### src/rtl/video_shifter.sv
// video_shifter: 1-bit pixel serialiser behind the video timer.
// Captures framebuffer words on the timer's load strobe into a hold register,
// then moves them into a shift register and sends them out MSB-first, one bit
// per pix_en. Timer blanking passes through a BLANK_LATENCY-deep delay line to
// form de, which gates the pixel. The timer syncs are registered.
// Optional build macro: VIDEO_SHIFTER_UNDERRUN_EN adds the underrun pulse and
// the saturating per-frame underrun counter.
module video_shifter #(
  parameter int BLANK_LATENCY = 1,
  parameter int WORD_BITS     = 16
) (
  input  logic                 clk,
  input  logic                 reset,
  input  logic                 clk_en,
  input  logic                 pix_en,
  input  logic                 loadPixels,
  input  logic [WORD_BITS-1:0] dataIn,
  input  logic                 _hblank,
  input  logic                 _vblank,
  input  logic                 hsync_in,
  input  logic                 vsync_in,
  output logic                 pixel,
  output logic                 hsync,
  output logic                 vsync,
`ifdef VIDEO_SHIFTER_UNDERRUN_EN
  output logic                 underrun,
  output logic [7:0]           underrun_count,
`endif
  output logic                 de
);

  localparam int CNT_W = $clog2(WORD_BITS);

  logic [WORD_BITS-1:0]     hold_r, hold_n_s;
  logic                     hold_valid_r, hold_valid_n_s;
  logic [WORD_BITS-1:0]     shreg_r, shreg_n_s;
  logic [CNT_W-1:0]         bitcnt_r, bitcnt_n_s;
  logic                     pixel_r, pixel_n_s;
  logic                     hsync_r, vsync_r;
  logic [BLANK_LATENCY-1:0] blank_line_r;

  logic capture_s;
  logic cnt_zero_s;
  logic de_s;

  assign capture_s  = clk_en & loadPixels;
  assign cnt_zero_s = (bitcnt_r == {CNT_W{1'b0}});
  assign de_s       = blank_line_r[BLANK_LATENCY-1];

  // Next-state for the hold buffer, shifter, bit counter and pixel bit.
  always_comb begin
    hold_n_s       = hold_r;
    hold_valid_n_s = hold_valid_r;
    shreg_n_s      = shreg_r;
    bitcnt_n_s     = bitcnt_r;
    pixel_n_s      = pixel_r;

    if (pix_en) begin
      if (!cnt_zero_s) begin
        pixel_n_s  = ~shreg_r[WORD_BITS-1] & de_s;
        shreg_n_s  = shreg_r << 1;
        bitcnt_n_s = bitcnt_r - {{(CNT_W-1){1'b0}}, 1'b1};
      end else if (hold_valid_r) begin
        // Transfer reads the old hold; a same-cycle capture below wins hold_valid.
        pixel_n_s      = ~hold_r[WORD_BITS-1] & de_s;
        shreg_n_s      = hold_r << 1;
        bitcnt_n_s     = CNT_W'(WORD_BITS - 1);
        hold_valid_n_s = 1'b0;
      end else begin
        // Underrun: nothing to show, shifter state stays put.
        pixel_n_s = 1'b0;
      end
    end else begin
      pixel_n_s = pixel_r;
    end

    if (capture_s) begin
      // Newest word always wins, even if the previous one was never shown.
      hold_n_s       = dataIn;
      hold_valid_n_s = 1'b1;
    end else begin
      hold_n_s = hold_r;
    end
  end

  // Shifter datapath registers.
  always_ff @(posedge clk or posedge reset) begin
    if (reset) begin
      hold_r       <= {WORD_BITS{1'b0}};
      hold_valid_r <= 1'b0;
      shreg_r      <= {WORD_BITS{1'b0}};
      bitcnt_r     <= {CNT_W{1'b0}};
      pixel_r      <= 1'b0;
    end else begin
      hold_r       <= hold_n_s;
      hold_valid_r <= hold_valid_n_s;
      shreg_r      <= shreg_n_s;
      bitcnt_r     <= bitcnt_n_s;
      pixel_r      <= pixel_n_s;
    end
  end

  // Blank delay line and sync registers, advanced at bus rate.
  always_ff @(posedge clk or posedge reset) begin
    if (reset) begin
      blank_line_r <= {BLANK_LATENCY{1'b0}};
      hsync_r      <= 1'b1;
      vsync_r      <= 1'b1;
    end else if (clk_en) begin
      blank_line_r[0] <= _hblank & _vblank;
      for (int i = 1; i < BLANK_LATENCY; i++) begin
        blank_line_r[i] <= blank_line_r[i-1];
      end
      hsync_r <= hsync_in;
      vsync_r <= vsync_in;
    end
  end

  assign pixel = pixel_r;
  assign hsync = hsync_r;
  assign vsync = vsync_r;
  assign de    = de_s;

`ifdef VIDEO_SHIFTER_UNDERRUN_EN
  logic [BLANK_LATENCY-1:0] vblank_line_r;
  logic                     vblank_prev_r;
  logic                     underrun_r;
  logic [7:0]               underrun_count_r;
  logic                     underrun_s;
  logic                     frame_start_s;

  assign underrun_s    = pix_en & cnt_zero_s & ~hold_valid_r & de_s;
  assign frame_start_s = vblank_line_r[BLANK_LATENCY-1] & ~vblank_prev_r;

  // Delayed _vblank, aligned with de, used to find the start of each frame.
  always_ff @(posedge clk or posedge reset) begin
    if (reset) begin
      vblank_line_r <= {BLANK_LATENCY{1'b0}};
    end else if (clk_en) begin
      vblank_line_r[0] <= _vblank;
      for (int i = 1; i < BLANK_LATENCY; i++) begin
        vblank_line_r[i] <= vblank_line_r[i-1];
      end
    end
  end

  // Underrun pulse and saturating counter cleared at each frame start.
  always_ff @(posedge clk or posedge reset) begin
    if (reset) begin
      vblank_prev_r    <= 1'b0;
      underrun_r       <= 1'b0;
      underrun_count_r <= 8'd0;
    end else begin
      vblank_prev_r <= vblank_line_r[BLANK_LATENCY-1];
      underrun_r    <= underrun_s;
      if (frame_start_s) begin
        underrun_count_r <= 8'd0;
      end else if (underrun_s && (underrun_count_r != 8'hFF)) begin
        underrun_count_r <= underrun_count_r + 8'd1;
      end
    end
  end

  assign underrun       = underrun_r;
  assign underrun_count = underrun_count_r;
`endif

endmodule

### config.mk
export PLATFORM = sky130hd
export DESIGN_NAME = video_shifter
export DESIGN_NICKNAME = d
export VERILOG_FILES = /design/src/rtl/video_shifter.sv
export SDC_FILE = /design/constraint.sdc
export NUM_CORES = 1
export LEC_CHECK = 0
export BUFFER_PORTS_ARGS = -buffer_cell sky130_fd_sc_hd__buf_2
export CAP_MARGIN = 0
export CELL_PAD_IN_SITES_DETAIL_PLACEMENT = 1
export CELL_PAD_IN_SITES_GLOBAL_PLACEMENT = 1
export CORE_MARGIN = 2
export CORE_UTILIZATION = 45
export CTS_BUF_LIST = sky130_fd_sc_hd__clkbuf_16
export CTS_CLUSTER_DIAMETER = 30
export CTS_CLUSTER_SIZE = 20
export DETAILED_ROUTE_END_ITERATION = 10
export PLACE_DENSITY = 0.76
export SETUP_SLACK_MARGIN = 0.4
export SYNTH_ARGS = -nofsm -noshare
export SYNTH_HDL_FRONTEND = slang
export SYNTH_SLANG_ARGS = --single-unit
export TNS_END_PERCENT = 5
### constraint.sdc
create_clock -name clk -period 3.9 [get_ports clk]
set_input_delay 0.78 -clock clk [delete_from_list [all_inputs] [get_ports clk]]
set_output_delay 0.78 -clock clk [all_outputs]
set_load 0.02 [all_outputs]
==> impl_metrics.py <==
metrics = {
    "clocking": {
        "cts_setup_buffers": 0,
        "cts-resized-gates": 0,
        "path_clk_slew_ps": 60,
        "clk_path_buf_depth": 2,
        "cts.htree.levels": 2,
        "cts_tree": "yes",
        "hold_buffers": 0,
        "clockRootBuffer": "clkbuf_16",
        "clock_sinks": 40,
        "numCtsBuffers": 5,
        "clk_latency_ps": 280,
    },
    "global_route": {
        "grt_pass1_wl_um": 5961,
        "grt_pass1_vias": 1254,
        "antenna_found_initial": 0,
        "grt.overflow.total": 0,
        "grt_max_degree": 41,
        "grt_usage": 0.1920,
    },
    "timing": {
        "hold_viol_final": 0,
        "fin_worst_skew_ps": 6.827,
        "setup_viol": 0,
        "post-route-period-util": 0.5441,
        "rsz0062_at_grt": "false",
        "worstMarginPinSlew_ps": 713.2,
        "maxClockFrequency_ghz": 0.4712,
        "min_period_ps": 2122,
        "slew_headroom": 0.5245,
        "finalMaxSlewViolations": 0,
        "tns_ps": 0,
    },
    "routing": {
        "ant_nets": 0,
        "viasPerCell": 5.574,
        "drt_wl_total_um": 3456,
        "wl_per_cell_um": 17.11,
        "firstDrtPassIters": 4,
        "first_iter_violations": 54,
        "num_vias": 1126,
        "drc": 0,
    },
    "power": {
        "power.density_cell_area_nw_per_um2": 651.3,
        "power.leakage_nw": 0.9864,
        "peakVddDrop_mv": 0.3213,
        "power_mw": 1.314,
    },
    "layout": {
        "seqCellArea_sq_um": 1003,
        "nNetsFinal": 179,
        "final_core_util": 0.5554,
        "diodes": 0,
        "multi_input_area_sq_um": 628.1,
        "fillers": 391,
        "synthToLayoutAreaGrowth_pct": 19.04,
        "layout-drive-gt1-share": 0.4156,
    },
    "yosys": {
        "yosysUniqueCellTypes": 32,
        "syn-num-nets": 150,
        "syn_inst": 124,
        "ys_ff_latch": 40,
        "ys_seq_area_frac": 0.5919,
        "synth_warnings": 0,
        "syn_area_per_cell_sq_um": 13.67,
        "syn_area_sq_um": 1695,
    },
    "setup_path": {
        "worst_setup_path_end_kind": "flip-flop",
        "r2r_setup_slack_ps": 1780,
        "critPathRequiredTime_ps": 4090,
        "cp_data_arrival_time_ps": 2310,
        "start_kind": "flip-flop",
        "crit_path_max_fanout": 17,
        "path_class": "flip-flop to flip-flop",
    },
    "status": {
        "status": "finished clean",
    },
    "placed_design": {
        "dpl.hpwl_um": 2199,
        "io_buffers": 28,
        "gp_congestion": 0.6984,
    },
    "floorplan": {
        "core_area_sq_um": 3633,
        "die_width_um": 65.38,
        "fp.dieH_um": 65.38,
        "start_util": 0.4666,
        "row_count": 22,
        "die-area_sq_um": 4275,
        "ioPinCount": 29,
    },
    "flow_run": {
        "cap_violations": 0,
    },
    "hold_path": {
        "timing.hold.worst.class": "flip-flop to flip-flop",
    },
}
[layout by cell type (no fill, tap or decap), types with 2 or more instances in the layout]
cell type | synthesis | final
dfrtp_1 | 38 | 38
buf_2 | 0 | 28
mux2_2 | 18 | 18
and3_1 | 14 | 14
a221o_1 | 9 | 9
a221o_2 | 5 | 5
inv_1 | 4 | 5
clkbuf_16 | 0 | 5
nand2_1 | 4 | 4
mux2i_1 | 2 | 2
o21ai_0 | 2 | 2
o31ai_1 | 2 | 2
dfstp_2 | 2 | 2
[registers in the layout, indices dropped and copies added (netlist names)]
name,flops
hsync,1
shreg_r,15
vsync,1
pixel,1
hold_valid_r,1
bitcnt_r,4
de,1
hold_r,16
[metal layers]
| layer | track usage | part of all wire | vias to the layer above |
|---|---|---|---|
| met4 | 0.07813 | 0.014 | 0 |
| li1 | - | - | 525 |
| met2 | 0.3304 | 0.53 | 16 |
| met5 | 0 | 0 | - |
| met3 | 0.04110 | 0.024 | 5 |
| met1 | 0.2344 | 0.43 | 580 |
[through the flow]
stage                     area [sq um]  hold WS, ps  cells  setup WS (ps)
after floorplan                   1695        467.1    124           2045
after global placement            1854        480.0    194           1933
after detailed placement          1854        484.4    194           1832
after CTS                         2018        496.7    202           1771
after global routing              2018        520.0    202           1623
final                             2018        498.0    202           1778
[path summary, 6_finish.rpt]
check                                  from          end  cells after the start
worst max register to register  bitcnt_r[1]  bitcnt_r[1]                      5
worst max-delay path            bitcnt_r[1]  bitcnt_r[1]                      5
min in group asynchronous             reset    hold_r[9]                      3
max in group asynchronous             reset        hsync                      3
worst min register to register    hold_r[8]    hold_r[8]                      1
worst min-delay path              hold_r[8]    hold_r[8]                      1
[cells in the mapped netlist, drive strengths merged]
cell type | instances | share of area
nand2 | 4 | 0.0089
a31oi | 1 | 0.0037
inv | 4 | 0.0089
mux2 | 18 | 0.12
o211ai | 1 | 0.0044
and3 | 14 | 0.052
nor2 | 1 | 0.0022
a21oi | 1 | 0.0029
a32o | 1 | 0.0059
nor3b | 1 | 0.0044
nand2b | 1 | 0.0037
nor3 | 1 | 0.0029
or3b | 1 | 0.0052
or3 | 1 | 0.0037
o21ai | 3 | 0.011
dfstp | 2 | 0.031
ha | 1 | 0.0074
and4bb | 1 | 0.0074
mux2i | 2 | 0.012
o31ai | 2 | 0.0089
a221o | 14 | 0.086
clkbuf | 4 | 0.0089
nand3 | 1 | 0.0029
buf | 3 | 0.020
dfrtp | 38 | 0.56
and2 | 1 | 0.0052
nand4b | 1 | 0.0052
a22o | 1 | 0.0052
[worst max-delay path, stage by stage (launching register included)]
cell     delay (ps)
dfrtp_1         410
inv_1            90
ha_1            250
or3b_1          420
o21ai_2         580
mux2i_1         280
[area by class of cell]
| type | count | area share |
|---|---|---|
| well taps | 48 | 0.02976 |
| multi-input cells | 73 | 0.3112 |
| repair buffers | 29 | 0.07316 |
| clock buffers | 5 | 0.06200 |
| clock inverters | 3 | 0.01922 |
| flip-flops and latches | 40 | 0.4972 |
| inverters | 4 | 0.007440 |
[power breakdown]
part | internal (mW) | total (mW) | switching [mW]
Combinational | 0.136 | 0.251 | 0.115
Clock | 0.298 | 0.449 | 0.152
Sequential | 0.529 | 0.613 | 0.0845
Total | 0.963 | 1.31 | 0.351
[kinds of logic (layout without fill, tap and decap cells)]
family / after synthesis / in the layout / share of synthesized area
DFF: 40 / 40 / 0.5919
and+or+nand+nor: 28 / 28 / 0.1033
AOI/OAI and AO/OA: 24 / 24 / 0.1284
muxes: 20 / 20 / 0.1314
buffers and inverters: 11 / 41 / 0.03763
adders and majority gates: 1 / 1 / 0.007379
(Power assumes the default switching activity.)
